## src/rtl/digit_scanner_pkg.sv

```systemverilog
// Shared constants and cell-decode helpers for the score/time digit overlay.
// Geometry is fixed at 10x10 px cells; fields are whole multiples of a cell.
package digit_scanner_pkg;

    localparam logic [9:0] CELL_PX       = 10'd10;
    localparam logic [7:0] CELL_PIXELS   = 8'd100;
    localparam logic [3:0] BLANK_DIGIT   = 4'd10;
    localparam logic [9:0] SCORE_FIELD_W = 10'd30;
    localparam logic [9:0] TIME_FIELD_W  = 10'd50;
    localparam logic [2:0] CELL_NONE     = 3'd7;

    typedef struct packed {
        logic [2:0] idx;
        logic [3:0] off;
    } cell_pos_t;

    // Compare chain against multiples of the cell width instead of a divider.
    function automatic cell_pos_t cell_split(input logic [9:0] rel);
        cell_pos_t  pos;
        logic [9:0] tmp;
        tmp = 10'd0;
        pos = '{idx: CELL_NONE, off: 4'd0};
        if (rel < CELL_PX) begin
            pos.idx = 3'd0;
            tmp     = rel;
        end else if (rel < 10'd20) begin
            pos.idx = 3'd1;
            tmp     = rel - 10'd10;
        end else if (rel < 10'd30) begin
            pos.idx = 3'd2;
            tmp     = rel - 10'd20;
        end else if (rel < 10'd40) begin
            pos.idx = 3'd3;
            tmp     = rel - 10'd30;
        end else if (rel < 10'd50) begin
            pos.idx = 3'd4;
            tmp     = rel - 10'd40;
        end else begin
            pos.idx = CELL_NONE;
            tmp     = 10'd0;
        end
        pos.off = tmp[3:0];
        return pos;
    endfunction

    function automatic logic [7:0] pixel_index(input logic [3:0] dy, input logic [3:0] dx);
        logic [7:0] idx;
        idx = ({4'd0, dy} * 8'd10) + {4'd0, dx};
        return (idx < CELL_PIXELS) ? idx : 8'd0;
    endfunction

endpackage

```

## src/rtl/digit_scanner_bcd_digit.sv

```systemverilog
// One BCD digit counter wrapping at MAX; carry is combinational so digits chain in one cycle.
module bcd_digit
    import digit_scanner_pkg::*;
#(
    parameter logic [3:0] MAX = 4'd9
) (
    input  logic       clock_25,
    input  logic       reset_n,
    input  logic       clr,
    input  logic       inc,
    output logic       carry,
    output logic [3:0] value
);

    logic [3:0] value_r;

    // Digit register: clear has priority over increment.
    always_ff @(posedge clock_25 or negedge reset_n) begin
        if (!reset_n) begin
            value_r <= 4'd0;
        end else if (clr) begin
            value_r <= 4'd0;
        end else if (inc) begin
            if (value_r == MAX) begin
                value_r <= 4'd0;
            end else begin
                value_r <= value_r + 4'd1;
            end
        end else begin
            value_r <= value_r;
        end
    end

    assign carry = inc && !clr && (value_r == MAX);
    assign value = value_r;

endmodule

```

## src/rtl/digit_scanner.sv

```systemverilog
// Score and mm:ss timer keeper feeding the numbers glyph ROM; selected_number leads
// number_count by one cycle because the ROM registers the digit but not the pixel index.
module digit_scanner
    import digit_scanner_pkg::*;
#(
    parameter logic [9:0] SCORE_X = 10'd20,
    parameter logic [9:0] SCORE_Y = 10'd10,
    parameter logic [9:0] TIME_X  = 10'd560,
    parameter logic [9:0] TIME_Y  = 10'd10,
    parameter int         CLK_HZ  = 25_000_000
) (
    input  logic        clock_25,
    input  logic        reset_n,
    input  logic        game_run,
    input  logic        game_clear,
    input  logic        apple_eaten,
    input  logic [9:0]  x,
    input  logic [9:0]  y,
    output logic [3:0]  selected_number,
    output logic [7:0]  number_count,
    output logic        digit_active,
    output logic [11:0] score_bcd,
    output logic [15:0] time_bcd
);

    localparam int                PRE_W    = $clog2(CLK_HZ + 1);
    localparam logic [PRE_W-1:0] PRE_LAST = PRE_W'(CLK_HZ - 1);

    logic [PRE_W-1:0] pre_r;
    logic             tick_s;
    logic             score_sat_s;
    logic             time_sat_s;
    logic             score_inc_s;
    logic             su_carry_s, st_carry_s, sh_carry_s;
    logic             tsu_carry_s, tst_carry_s, tmu_carry_s, tmt_carry_s;
    logic [3:0]       su_s, st_s, sh_s;
    logic [3:0]       tsu_s, tst_s, tmu_s, tmt_s;
    logic [11:0]      score_bcd_s;
    logic [15:0]      time_bcd_s;

    assign score_bcd_s = {sh_s, st_s, su_s};
    assign time_bcd_s  = {tmt_s, tmu_s, tst_s, tsu_s};
    assign score_sat_s = (score_bcd_s == 12'h999);
    assign time_sat_s  = (time_bcd_s == 16'h9959);
    assign score_inc_s = apple_eaten && !score_sat_s;
    assign tick_s      = game_run && !time_sat_s && (pre_r == PRE_LAST);

    // Seconds prescaler: frozen while paused or once the timer has saturated.
    always_ff @(posedge clock_25 or negedge reset_n) begin
        if (!reset_n) begin
            pre_r <= '0;
        end else if (game_clear) begin
            pre_r <= '0;
        end else if (game_run && !time_sat_s) begin
            if (pre_r == PRE_LAST) begin
                pre_r <= '0;
            end else begin
                pre_r <= pre_r + PRE_W'(1);
            end
        end else begin
            pre_r <= pre_r;
        end
    end

    bcd_digit #(.MAX(4'd9)) u_score_units (
        .clock_25(clock_25), .reset_n(reset_n), .clr(game_clear),
        .inc(score_inc_s), .carry(su_carry_s), .value(su_s));
    bcd_digit #(.MAX(4'd9)) u_score_tens (
        .clock_25(clock_25), .reset_n(reset_n), .clr(game_clear),
        .inc(su_carry_s), .carry(st_carry_s), .value(st_s));
    bcd_digit #(.MAX(4'd9)) u_score_hundreds (
        .clock_25(clock_25), .reset_n(reset_n), .clr(game_clear),
        .inc(st_carry_s), .carry(sh_carry_s), .value(sh_s));

    bcd_digit #(.MAX(4'd9)) u_sec_units (
        .clock_25(clock_25), .reset_n(reset_n), .clr(game_clear),
        .inc(tick_s), .carry(tsu_carry_s), .value(tsu_s));
    bcd_digit #(.MAX(4'd5)) u_sec_tens (
        .clock_25(clock_25), .reset_n(reset_n), .clr(game_clear),
        .inc(tsu_carry_s), .carry(tst_carry_s), .value(tst_s));
    bcd_digit #(.MAX(4'd9)) u_min_units (
        .clock_25(clock_25), .reset_n(reset_n), .clr(game_clear),
        .inc(tst_carry_s), .carry(tmu_carry_s), .value(tmu_s));
    bcd_digit #(.MAX(4'd9)) u_min_tens (
        .clock_25(clock_25), .reset_n(reset_n), .clr(game_clear),
        .inc(tmu_carry_s), .carry(tmt_carry_s), .value(tmt_s));

    logic [9:0] rel_score_s, rel_time_s, dy_score_s, dy_time_s;
    logic       in_score_s, in_time_s;
    cell_pos_t  score_pos_s, time_pos_s;
    logic [3:0] digit_s, dx_s, dy_s;
    logic       active_s;

    // Coordinate decode; the score field wins if the two fields are ever placed overlapping.
    always_comb begin
        rel_score_s = x - SCORE_X;
        rel_time_s  = x - TIME_X;
        dy_score_s  = y - SCORE_Y;
        dy_time_s   = y - TIME_Y;
        in_score_s  = (x >= SCORE_X) && (rel_score_s < SCORE_FIELD_W)
                   && (y >= SCORE_Y) && (dy_score_s < CELL_PX);
        in_time_s   = (x >= TIME_X) && (rel_time_s < TIME_FIELD_W)
                   && (y >= TIME_Y) && (dy_time_s < CELL_PX);
        score_pos_s = cell_split(rel_score_s);
        time_pos_s  = cell_split(rel_time_s);
        digit_s     = BLANK_DIGIT;
        dx_s        = 4'd0;
        dy_s        = 4'd0;
        active_s    = 1'b0;
        if (in_score_s) begin
            active_s = 1'b1;
            dx_s     = score_pos_s.off;
            dy_s     = dy_score_s[3:0];
            case (score_pos_s.idx)
                3'd0:    digit_s = sh_s;
                3'd1:    digit_s = st_s;
                3'd2:    digit_s = su_s;
                default: digit_s = BLANK_DIGIT;
            endcase
        end else if (in_time_s) begin
            active_s = 1'b1;
            dx_s     = time_pos_s.off;
            dy_s     = dy_time_s[3:0];
            case (time_pos_s.idx)
                3'd0:    digit_s = tmt_s;
                3'd1:    digit_s = tmu_s;
                3'd3:    digit_s = tst_s;
                3'd4:    digit_s = tsu_s;
                default: digit_s = BLANK_DIGIT;
            endcase
        end else begin
            active_s = 1'b0;
        end
    end

    logic [3:0] sel_r, dx_r, dy_r;
    logic       active_r;
    logic [7:0] number_count_r;
    logic       digit_active_r;

    // Two-stage skew: digit at t+1, pixel index and active flag at t+2.
    always_ff @(posedge clock_25 or negedge reset_n) begin
        if (!reset_n) begin
            sel_r          <= BLANK_DIGIT;
            dx_r           <= 4'd0;
            dy_r           <= 4'd0;
            active_r       <= 1'b0;
            number_count_r <= 8'd0;
            digit_active_r <= 1'b0;
        end else begin
            sel_r          <= digit_s;
            dx_r           <= dx_s;
            dy_r           <= dy_s;
            active_r       <= active_s;
            number_count_r <= pixel_index(dy_r, dx_r);
            digit_active_r <= active_r;
        end
    end

    assign selected_number = sel_r;
    assign number_count    = number_count_r;
    assign digit_active    = digit_active_r;
    assign score_bcd       = score_bcd_s;
    assign time_bcd        = time_bcd_s;

endmodule

```

## config.mk

```make
export PLATFORM = sky130hd
export DESIGN_NAME = digit_scanner
export DESIGN_NICKNAME = d
export VERILOG_FILES = /design/src/rtl/digit_scanner_pkg.sv /design/src/rtl/digit_scanner_bcd_digit.sv /design/src/rtl/digit_scanner.sv
export SDC_FILE = /design/constraint.sdc
export NUM_CORES = 1
export LEC_CHECK = 0
export BUFFER_PORTS_ARGS = -buffer_cell sky130_fd_sc_hd__buf_4
export CAP_MARGIN = 0
export CELL_PAD_IN_SITES_DETAIL_PLACEMENT = 0
export CELL_PAD_IN_SITES_GLOBAL_PLACEMENT = 1
export CORE_ASPECT_RATIO = 0.5
export CORE_MARGIN = 10
export CORE_UTILIZATION = 45
export DETAILED_ROUTE_END_ITERATION = 7
export PLACE_DENSITY_LB_ADDON = 0.1
export SLEW_MARGIN = 10
export SYNTH_ARGS = -nofsm -noshare
export SYNTH_HDL_FRONTEND = slang
export SYNTH_HIERARCHICAL = 1
export SYNTH_SLANG_ARGS = --single-unit
```

## constraint.sdc

```tcl
create_clock -name clock_25 -period 4.25 [get_ports clock_25]
set_input_delay 1.275 -clock clock_25 [delete_from_list [all_inputs] [get_ports clock_25]]
set_output_delay 1.275 -clock clock_25 [all_outputs]
set_load 0.005 [all_outputs]
```

# Word-level counts from Yosys, hierarchy flattened
# Cells that the tools add are included.
dict set report op_classes {
  mux 55
  eq_ne 15
  n_lt_le_gt_ge 15
  n_shift 0
  addsub 20
  div_mod_pow 0
  reduce_logical 32
  bitwise_logic 0
  multipliers 1
}
# operator n
set ops {}
lappend ops {{two-way mux 4 bit} 37}
lappend ops {{two-way mux 25 bit} 3}
lappend ops {{< comparator 10 x 5 -> 1 bit, second input constant} 4}
lappend ops {{< comparator 10 x 6 -> 1 bit, second input constant} 4}
lappend ops {{< comparator 10 x 4 -> 1 bit, second input constant} 3}
lappend ops {{adder 4 x 1 -> 4 bit, second input constant} 7}
lappend ops {{adder 25 x 1 -> 25 bit, second input constant} 1}
lappend ops {{== test 25 bit, second input constant} 1}
lappend ops {{== test 4 bit, second input constant} 6}
lappend ops {{two-way mux 3 bit} 8}
lappend ops {{subtractor 4 bit, second input constant} 6}
lappend ops {{logical AND 1 bit} 19}
lappend ops {{== test 16 bit, second input constant} 1}
lappend ops {{case mux 4 bit (4 select lines)} 1}
lappend ops {{nonzero test 2 bit} 8}
lappend ops {{== test 12 bit, second input constant} 1}
lappend ops {{case mux 4 bit (3 select lines)} 1}
lappend ops {{>= comparator 10 bit, second input constant} 1}
lappend ops {{>= comparator 10 x 4 -> 1 bit, second input constant} 1}
lappend ops {{>= comparator 10 x 5 -> 1 bit, second input constant} 1}
lappend ops {{subtractor 10 bit, second input constant} 1}
lappend ops {{subtractor 10 x 4 -> 10 bit, second input constant} 1}
lappend ops {{subtractor 10 x 5 -> 10 bit, second input constant} 1}
lappend ops {{adder 8 x 4 -> 8 bit} 1}
lappend ops {{12 further kinds} 20}
dict set report totals {
  mem_bits_rw 0
  reg_bits 75
  latch_bits 0
  mem_bits_ro 0
  out_inout_bits 41
  mem_count 0
}

# Logic depth before layout (Yosys ltp)
# Gate-level depths: netlist of run 1.
dict set report logic_depth {
  depth_word 12
  mapped_depth 11
}

# Modules after synthesis
# Netlist of run 1, hierarchy kept.
# mod seq_area_each_um2 area_per_inst_um2 instances cells_per_inst
set modules_own_cells {}
lappend modules_own_cells {digit_scanner 1178.6 3811.2 1 439}
lappend modules_own_cells {{bcd_digit (u_min_tens ...)} 100.1 246.5 6 25}
lappend modules_own_cells {{bcd_digit (u_sec_tens)} 100.1 230.2 1 25}

# Worst setup path before layout of run 1
# No wires, ideal clock.
dict set report synth_path {
  kind {in2reg}
  start {in game_run}
  end {reg u_min_tens.value_r[2], in the netlist u_min_tens/value[2]}
  path_slack_ns -0.062
  path_stages 10
  required_time_ns 4.177
  arrival_time_ns 4.239
  setup_ns 0.073
  cell_sequence {o41ai_2 -> buf_2 -> nor4_1 -> nor3b_1 -> nand2_1 -> nor3_1 -> nor3b_1 -> nand2_1 -> or3b_1 -> a21oi_2}
}
dict set report synth_between {
  elab_chain_cells 9
}
# element line
set synth_lines {}
lappend synth_lines {{start: declaration} digit_scanner.sv:14} ;# input logic game_run,
lappend synth_lines {{logical AND 1 bit (2 in a row)} digit_scanner.sv:46} ;# assign tick_s = game_run && !time_sat_s && (pre_r == PRE_LAST);
lappend synth_lines {{via tick_s} digit_scanner.sv:30} ;# logic tick_s;
lappend synth_lines {{logical AND 1 bit (2 in a row)} digit_scanner_bcd_digit.sv:34} ;# assign carry = inc && !clr && (value_r == MAX);
lappend synth_lines {{via tsu_carry_s} digit_scanner.sv:35} ;# logic tsu_carry_s, tst_carry_s, tmu_carry_s, tmt_carry_s;
lappend synth_lines {{logical AND 1 bit (2 in a row)} digit_scanner_bcd_digit.sv:34}
lappend synth_lines {{via tst_carry_s} digit_scanner.sv:35}
lappend synth_lines {{logical AND 1 bit (2 in a row)} digit_scanner_bcd_digit.sv:34}
lappend synth_lines {{via tmu_carry_s} digit_scanner.sv:35}
lappend synth_lines {{nonzero test 2 bit (no source line)} -}
lappend synth_lines {{end signal: assignment} digit_scanner_bcd_digit.sv:27} ;# value_r <= value_r + 4'd1;
lappend synth_lines {{end signal: assignment} digit_scanner_bcd_digit.sv:30} ;# value_r <= value_r;
lappend synth_lines {{end: declaration} digit_scanner_bcd_digit.sv:15} ;# logic [3:0] value_r;
# The timed path passes the listed nets, and every way through them passes these cells.
# A chain may end at the register's enable or synchronous reset.

# Worst setup path after layout of run 1
dict set report layout_path {
  start {reg pre_r[10]}
  end {reg u_min_tens.value_r[2], in the netlist u_min_tens/value[2]}
}
dict set report layout_between {
  elab_chain_cells 9
}
# element line
set layout_lines {}
lappend layout_lines {{start: declaration} digit_scanner.sv:29} ;# logic [PRE_W-1:0] pre_r;
lappend layout_lines {{start signal: assignment} digit_scanner.sv:58} ;# pre_r <= pre_r + PRE_W'(1);
lappend layout_lines {{start signal: assignment} digit_scanner.sv:61} ;# pre_r <= pre_r;
lappend layout_lines {{== test 25 bit} digit_scanner.sv:46}
lappend layout_lines {{logical AND 1 bit} digit_scanner.sv:46}
lappend layout_lines {{via tick_s} digit_scanner.sv:30}
lappend layout_lines {{logical AND 1 bit (2 in a row)} digit_scanner_bcd_digit.sv:34}
lappend layout_lines {{via tsu_carry_s} digit_scanner.sv:35}
lappend layout_lines {{logical AND 1 bit (2 in a row)} digit_scanner_bcd_digit.sv:34}
lappend layout_lines {{via tst_carry_s} digit_scanner.sv:35}
lappend layout_lines {{logical AND 1 bit (2 in a row)} digit_scanner_bcd_digit.sv:34}
lappend layout_lines {{via tmu_carry_s} digit_scanner.sv:35}
lappend layout_lines {{nonzero test 2 bit (no source line)} -}
# The timed path passes the listed nets, and every way through them passes these cells.

==> results of run 1 <==
[worst paths after layout]
kind | start | cells past startpoint | to
setup / recovery | pre_r[10] | 11 | u_min_tens/value[2]
hold reg to reg | active_r | 0 | digit_active
setup reg to reg | pre_r[10] | 11 | u_min_tens/value[2]
max in group asynchronous | reset_n | 1 | u_sec_tens/value[2]
hold / removal | active_r | 0 | digit_active
min in group asynchronous | reset_n | 1 | pre_r[20]
[worst register-to-register path, delay by kind of cell, from the launching register on]
kind                   cells  cell delay [ps]
AOI/OAI and AO/OA          1              120
and+or+nand+nor            9             2590
DFF                        1              490
buffers and inverters      1              170
[power groups by stage]
stage                     combinational, W  clock, W  sequential, W
after global placement            0.000169         0       0.000736
after CTS                         0.000168  0.000798       0.000723
final                             0.000168  0.000781       0.000723
after floorplan                  0.0000952         0       0.000735
after global routing              0.000186  0.000828       0.000723
after detailed placement          0.000167         0       0.000736
[state kept, by name (all words and copies together), names as in the netlist, 4 cells and up]
name,flops
u_score_tens/value,4
selected_number,4
u_score_hundreds/value,4
u_min_units/value,4
u_score_units/value,4
u_sec_units/value,4
dx_r,4
pre_r,25
u_sec_tens/value,4
u_min_tens/value,4
dy_r,4
number_count,8
[area by class of cell]
cell class,instances,area share
Clock inverter,5,0.00948
Tap cell,165,0.0319
Sequential cell,75,0.291
Inverter,26,0.0151
Timing Repair Buffer,72,0.0836
Multi-Input combinational cell,492,0.532
Clock buffer,11,0.0375
[per-layer routing]
layer / vias to the layer above / track usage / routed length (µm)
met5: - / 0 / 0
met4: 0 / 0.0443 / 175
met3: 18 / 0.0407 / 637
met2: 123 / 0.259 / 6730
met1: 2380 / 0.224 / 7020
li1: 2424 / - / -
[stage by stage]
step | hold WS, ps | instances | setup WS [ps] | total power [W] | utilization
final | 347 | 846 | 811 | 0.00167 | 0.544
after global routing | 352 | 846 | 602 | 0.00174 | 0.544
after CTS | 349 | 846 | 882 | 0.00169 | 0.544
after detailed placement | 337 | 830 | 609 | 0.000903 | 0.519
after global placement | 334 | 830 | 602 | 0.000904 | 0.519
after floorplan | 331 | 612 | 126 | 0.000830 | -
==> metrics.txt, run 1 <==
status finished, final reports clean; min cycle time layout 3440 ps; DR DRC count 0; CTS resizes 0; I/O Pins 66; slowest CP cell dfrtp_1; required time worst endpoint 4510 ps; Worst-path clk slew 70 ps; clock sink count 75; Crit Path Max Fanout 8; antenna-violating nets left 0; final slew viol count 0; total CTS buffers 9; critical path type reg2reg; Max Freq 0.291 GHz; NetSw 0.000419 W; CTS max path bufs 2; Clock Skew 9.27 ps; Fin. Hold Viols 0; # setup viols final 0; CP bufs+invs 1; TNS Setup 0 ps; CP Capture Type register; layout cells sized above 1 0.191; root buf cell clkbuf_16; Die Area 17300 µm²; antenna violations before repair 0; r2r setup slk 810 ps; critical path arrival 3700 ps; DIE HEIGHT 98.2 µm; number of port buffers 65; post-route clock period utilization 0.809; Layout Nets 741; Mapped Nets 677; n_diodes 0; Die X-Extent 176 µm; first-pass GRT wire length 24000 µm; Cells after Synth 612; CTS tree built; relative slew slack 0.345; # H-tree levels 3; Ys Warns 6; worst hold path class reg2reg; final WL 14600 µm; Max-Cap Viols 0; Worst setup SP type register; CP max stage delay 490 ps; Power Density 258 nW/µm²; worst path cell trace nor4_1 -> nand4_1 -> nor4_1 -> nor3b_2 -> nand2_1 -> nor3_1 -> nor3b_1 -> buf_4 -> nand2_1 -> or3b_1 -> a21oi_2; Multi-input gate area 3440 µm²; RSZ-0062 raised after global routing no; clock power share 0.467; routed via count 4945; Vias per Instance 5.85; vias in the first global route 4573; num rows 28; DR iter-0 viols 395; placer congestion estimate 0.912; Skew-Pair Late Insertion Delay 340 ps; routed len/inst 17.2 µm; fin area 6470 µm²; mapped cell area 5510 µm²; Syn Area/Cell 9.00 µm²; worst slew pin tran 983 ps; Post-CTS Setup Bufs 0; Syn-to-layout area delta 17.5%; Power Internal 0.00125 W; sequential share of power 0.433; largest net degree at the start of global routing 76; hold_buf cts 0; Layout fillers 1127; most frequent cells in the layout dfrtp_1 (73), buf_4 (72), a21oi_1 (54), nand2_1 (50), ha_1 (38); FF+latch area 1880 µm²; Initial Utilization 0.464; P_leak 2.73 nW; commonest non-fill, non-tap cell in the layout dfrtp_1; First-pass DRT Iterations 7; CORE AREA 11900 µm²; total track usage 0.166; Post-DP Area 6160 µm²; post-detail-place hpwl 10700 µm; Comb pwr share 0.100; GR Overflow Total 0; critical path's top delay family simple AND/OR/NAND/NOR gates; Worst IR Drop VDD 0.000151 V; switching share of total power 0.251
No activity file was read; power rests on OpenSTA's default activity.
==> inputs of run 2 (changes only) <==
--- a/config.mk
+++ b/config.mk
@@ -5,13 +5,14 @@
 export SDC_FILE = /design/constraint.sdc
 export NUM_CORES = 1
 export LEC_CHECK = 0
+export ABC_AREA = 1
 export BUFFER_PORTS_ARGS = -buffer_cell sky130_fd_sc_hd__buf_4
 export CAP_MARGIN = 0
 export CELL_PAD_IN_SITES_DETAIL_PLACEMENT = 0
 export CELL_PAD_IN_SITES_GLOBAL_PLACEMENT = 1
 export CORE_ASPECT_RATIO = 0.5
 export CORE_MARGIN = 10
-export CORE_UTILIZATION = 45
+export CORE_UTILIZATION = 44
 export DETAILED_ROUTE_END_ITERATION = 7
 export PLACE_DENSITY_LB_ADDON = 0.1
 export SLEW_MARGIN = 10
==> constraint.sdc (replaced) <==
create_clock -name clock_25 -period 3.6 [get_ports clock_25]
set_input_delay 1.08 -clock clock_25 [delete_from_list [all_inputs] [get_ports clock_25]]
set_output_delay 1.08 -clock clock_25 [all_outputs]
set_load 0.005 [all_outputs]
==> metrics.txt, run 2 <==
status finished, final reports clean; number of port buffers 65 (unchanged); worst slew pin tran 958 ps (-24.8 ps); Cells after Synth 809 (+32%); relative slew slack 0.361 (+0.0165); Die X-Extent 184 µm (+4.1%); layout cells sized above 1 0.187 (-0.00396); critical path arrival 3450 ps (-250 ps); CORE AREA 12900 µm² (+8.5%); Skew-Pair Late Insertion Delay 340 ps (about the same); RSZ-0062 raised after global routing no; antenna violations before repair 0 (unchanged); Mapped Nets 876 (+29%); grt met1 use 0.219 (-0.00451); post-detail-place hpwl 11500 µm (+7.3%); max reg flops 25 (unchanged); CTS tree built; grt peak-use layer met2; Reg with most FFs pre_r; Worst setup SP type register; largest net degree at the start of global routing 76 (unchanged); Placed Cells incl. Taps 1042 (+26%); # setup viols final 0 (unchanged); final worst slack 423 ps (-388 ps); GR Overflow Total 0 (unchanged); routed len/inst 14.1 µm (-18%); Syn Area/Cell 7.28 µm² (-19%); r2r setup slk 420 ps (-390 ps); Post-DP Area 6590 µm² (+6.9%); Finished Layout Cells 1058 (+25%); Post-CTS Setup Bufs 0 (unchanged); antenna-violating nets left 0 (unchanged); critical path type reg2reg; routed via count 5355 (+8.3%); worst hold path class reg2reg; Max Freq 0.315 GHz (+8.2%); Die Area 18700 µm² (+7.9%); commonest non-fill, non-tap cell in the layout nand2_1; pre-CTS setup slack 246 ps (-362 ps); Power Density 304 nW/µm² (+18%); Syn-to-layout area delta 17.6%; TNS Setup 0 ps (unchanged); total CTS buffers 9 (unchanged); P_leak 3.62 nW (+33%); DR iter-0 viols 476 (+21%); mapped cell area 5890 µm² (+7.0%); total track usage 0.164 (-0.00210); Worst IR Drop VDD 0.000170 V (+13%); Clock Skew 5.81 ps (-3.46 ps); Ys Warns 6 (unchanged); n_diodes 0 (unchanged); required time worst endpoint 3870 ps (-640 ps); DR DRC count 0 (unchanged); CTS max path bufs 2 (unchanged); Vias per Instance 5.06 (-13%); final slew viol count 0 (unchanged); root buf cell clkbuf_16; final WL 14900 µm (+2.7%); hold_buf cts 0 (unchanged); First-pass DRT Iterations 5 (-2); fin area 6930 µm² (+7.2%); I/O Pins 66 (unchanged); vias in the first global route 5211 (+14%); num rows 29 (+3.6%); clock sink count 75 (unchanged); Fin. Hold Viols 0 (unchanged); GR Layer Usage met3 0.0372 (-0.00356); Max-Cap Viols 0 (unchanged); most frequent cells in the layout nand2_1 (191), inv_1 (120), dfrtp_1 (73), nor2_1 (70), buf_4 (70); grt met2 use 0.264 (+0.00554); Layout Nets 950 (+28%); min cycle time layout 3180 ps (-262 ps); Worst-path clk slew 60 ps (about the same); DIE HEIGHT 102 µm (+3.7%); first-pass GRT wire length 25400 µm (+6.0%); Initial Utilization 0.458 (-0.00604); post-route clock period utilization 0.883 (+0.0734); # H-tree levels 3 (unchanged); placer congestion estimate 0.902 (-1.1%); CP Capture Type register; Crit Path Max Fanout 6 (-2)
## run 2: per-stage QoR
| stage | power [W] | hold slack [ps] | util |
|---|---|---|---|
| 2_1_floorplan | 0.00101 | 331 | - |
| 3_3_place_gp | 0.00110 | 335 | 0.511 |
| 3_5_place_dp | 0.00110 | 346 | 0.511 |
| 4_1_cts | 0.00213 | 361 | 0.537 |
| 5_1_grt | 0.00220 | 369 | 0.538 |
| 6_report | 0.00211 | 351 | 0.538 |
## run 2: final timing paths
path | start | endpoint | depth (start not counted)
min reg2reg | active_r | digit_active | 0
min | active_r | digit_active | 0
max in group asynchronous | reset_n | u_score_hundreds/value[2] | 1
max | pre_r[0] | u_min_tens/value[3] | 17
min in group asynchronous | reset_n | number_count[7] | 1
max reg2reg | pre_r[0] | u_min_tens/value[3] | 17
## run 2: critical path, cell delays in order, from the launching register on
cell,delay (ps)
dfrtp_1,390
ha_1,210
nand2_1,110
nor2_4,150
nand2_1,100
nor2_1,200
nand4_2,210
nor2_1,280
nand2_4,80
nor3_1,280
nand2_2,120
nor3_2,230
nand2_4,80
nor3_2,240
nand2_4,70
nor2_2,180
nand3_1,90
nand2_1,70
## run 2: what timing repair did
action,CTS,global route
endpoints found under the setup margin,0,4
resized for setup,0,2
hold endpoints to repair,0,0
## run 2: power by group
part / total, W / switching [W] / leakage [nW] / internal [W]
Clock: 0.00102 / 0.000389 / 0.161 / 0.000635
Sequential: 0.000856 / 0.00000752 / 1.03 / 0.000849
Combinational: 0.000227 / 0.000153 / 2.43 / 0.0000749
Total: 0.00211 / 0.000549 / 3.62 / 0.00156
## run 2: cell type report
type | count | area [µm²]
multi-input cells | 597 | 3490
fillers | 1251 | 5950
repair buffers | 70 | 526
flip-flops and latches | 75 | 1880
inverters | 130 | 488
clock inverters | 6 | 96.3
well taps | 170 | 213
clock buffers | 10 | 239
## run 2: layer usage
metal,part of all wire,wire (µm)
met2,0.46,6890
met5,0,0
met4,0.011,157
met1,0.48,7180
met3,0.048,722
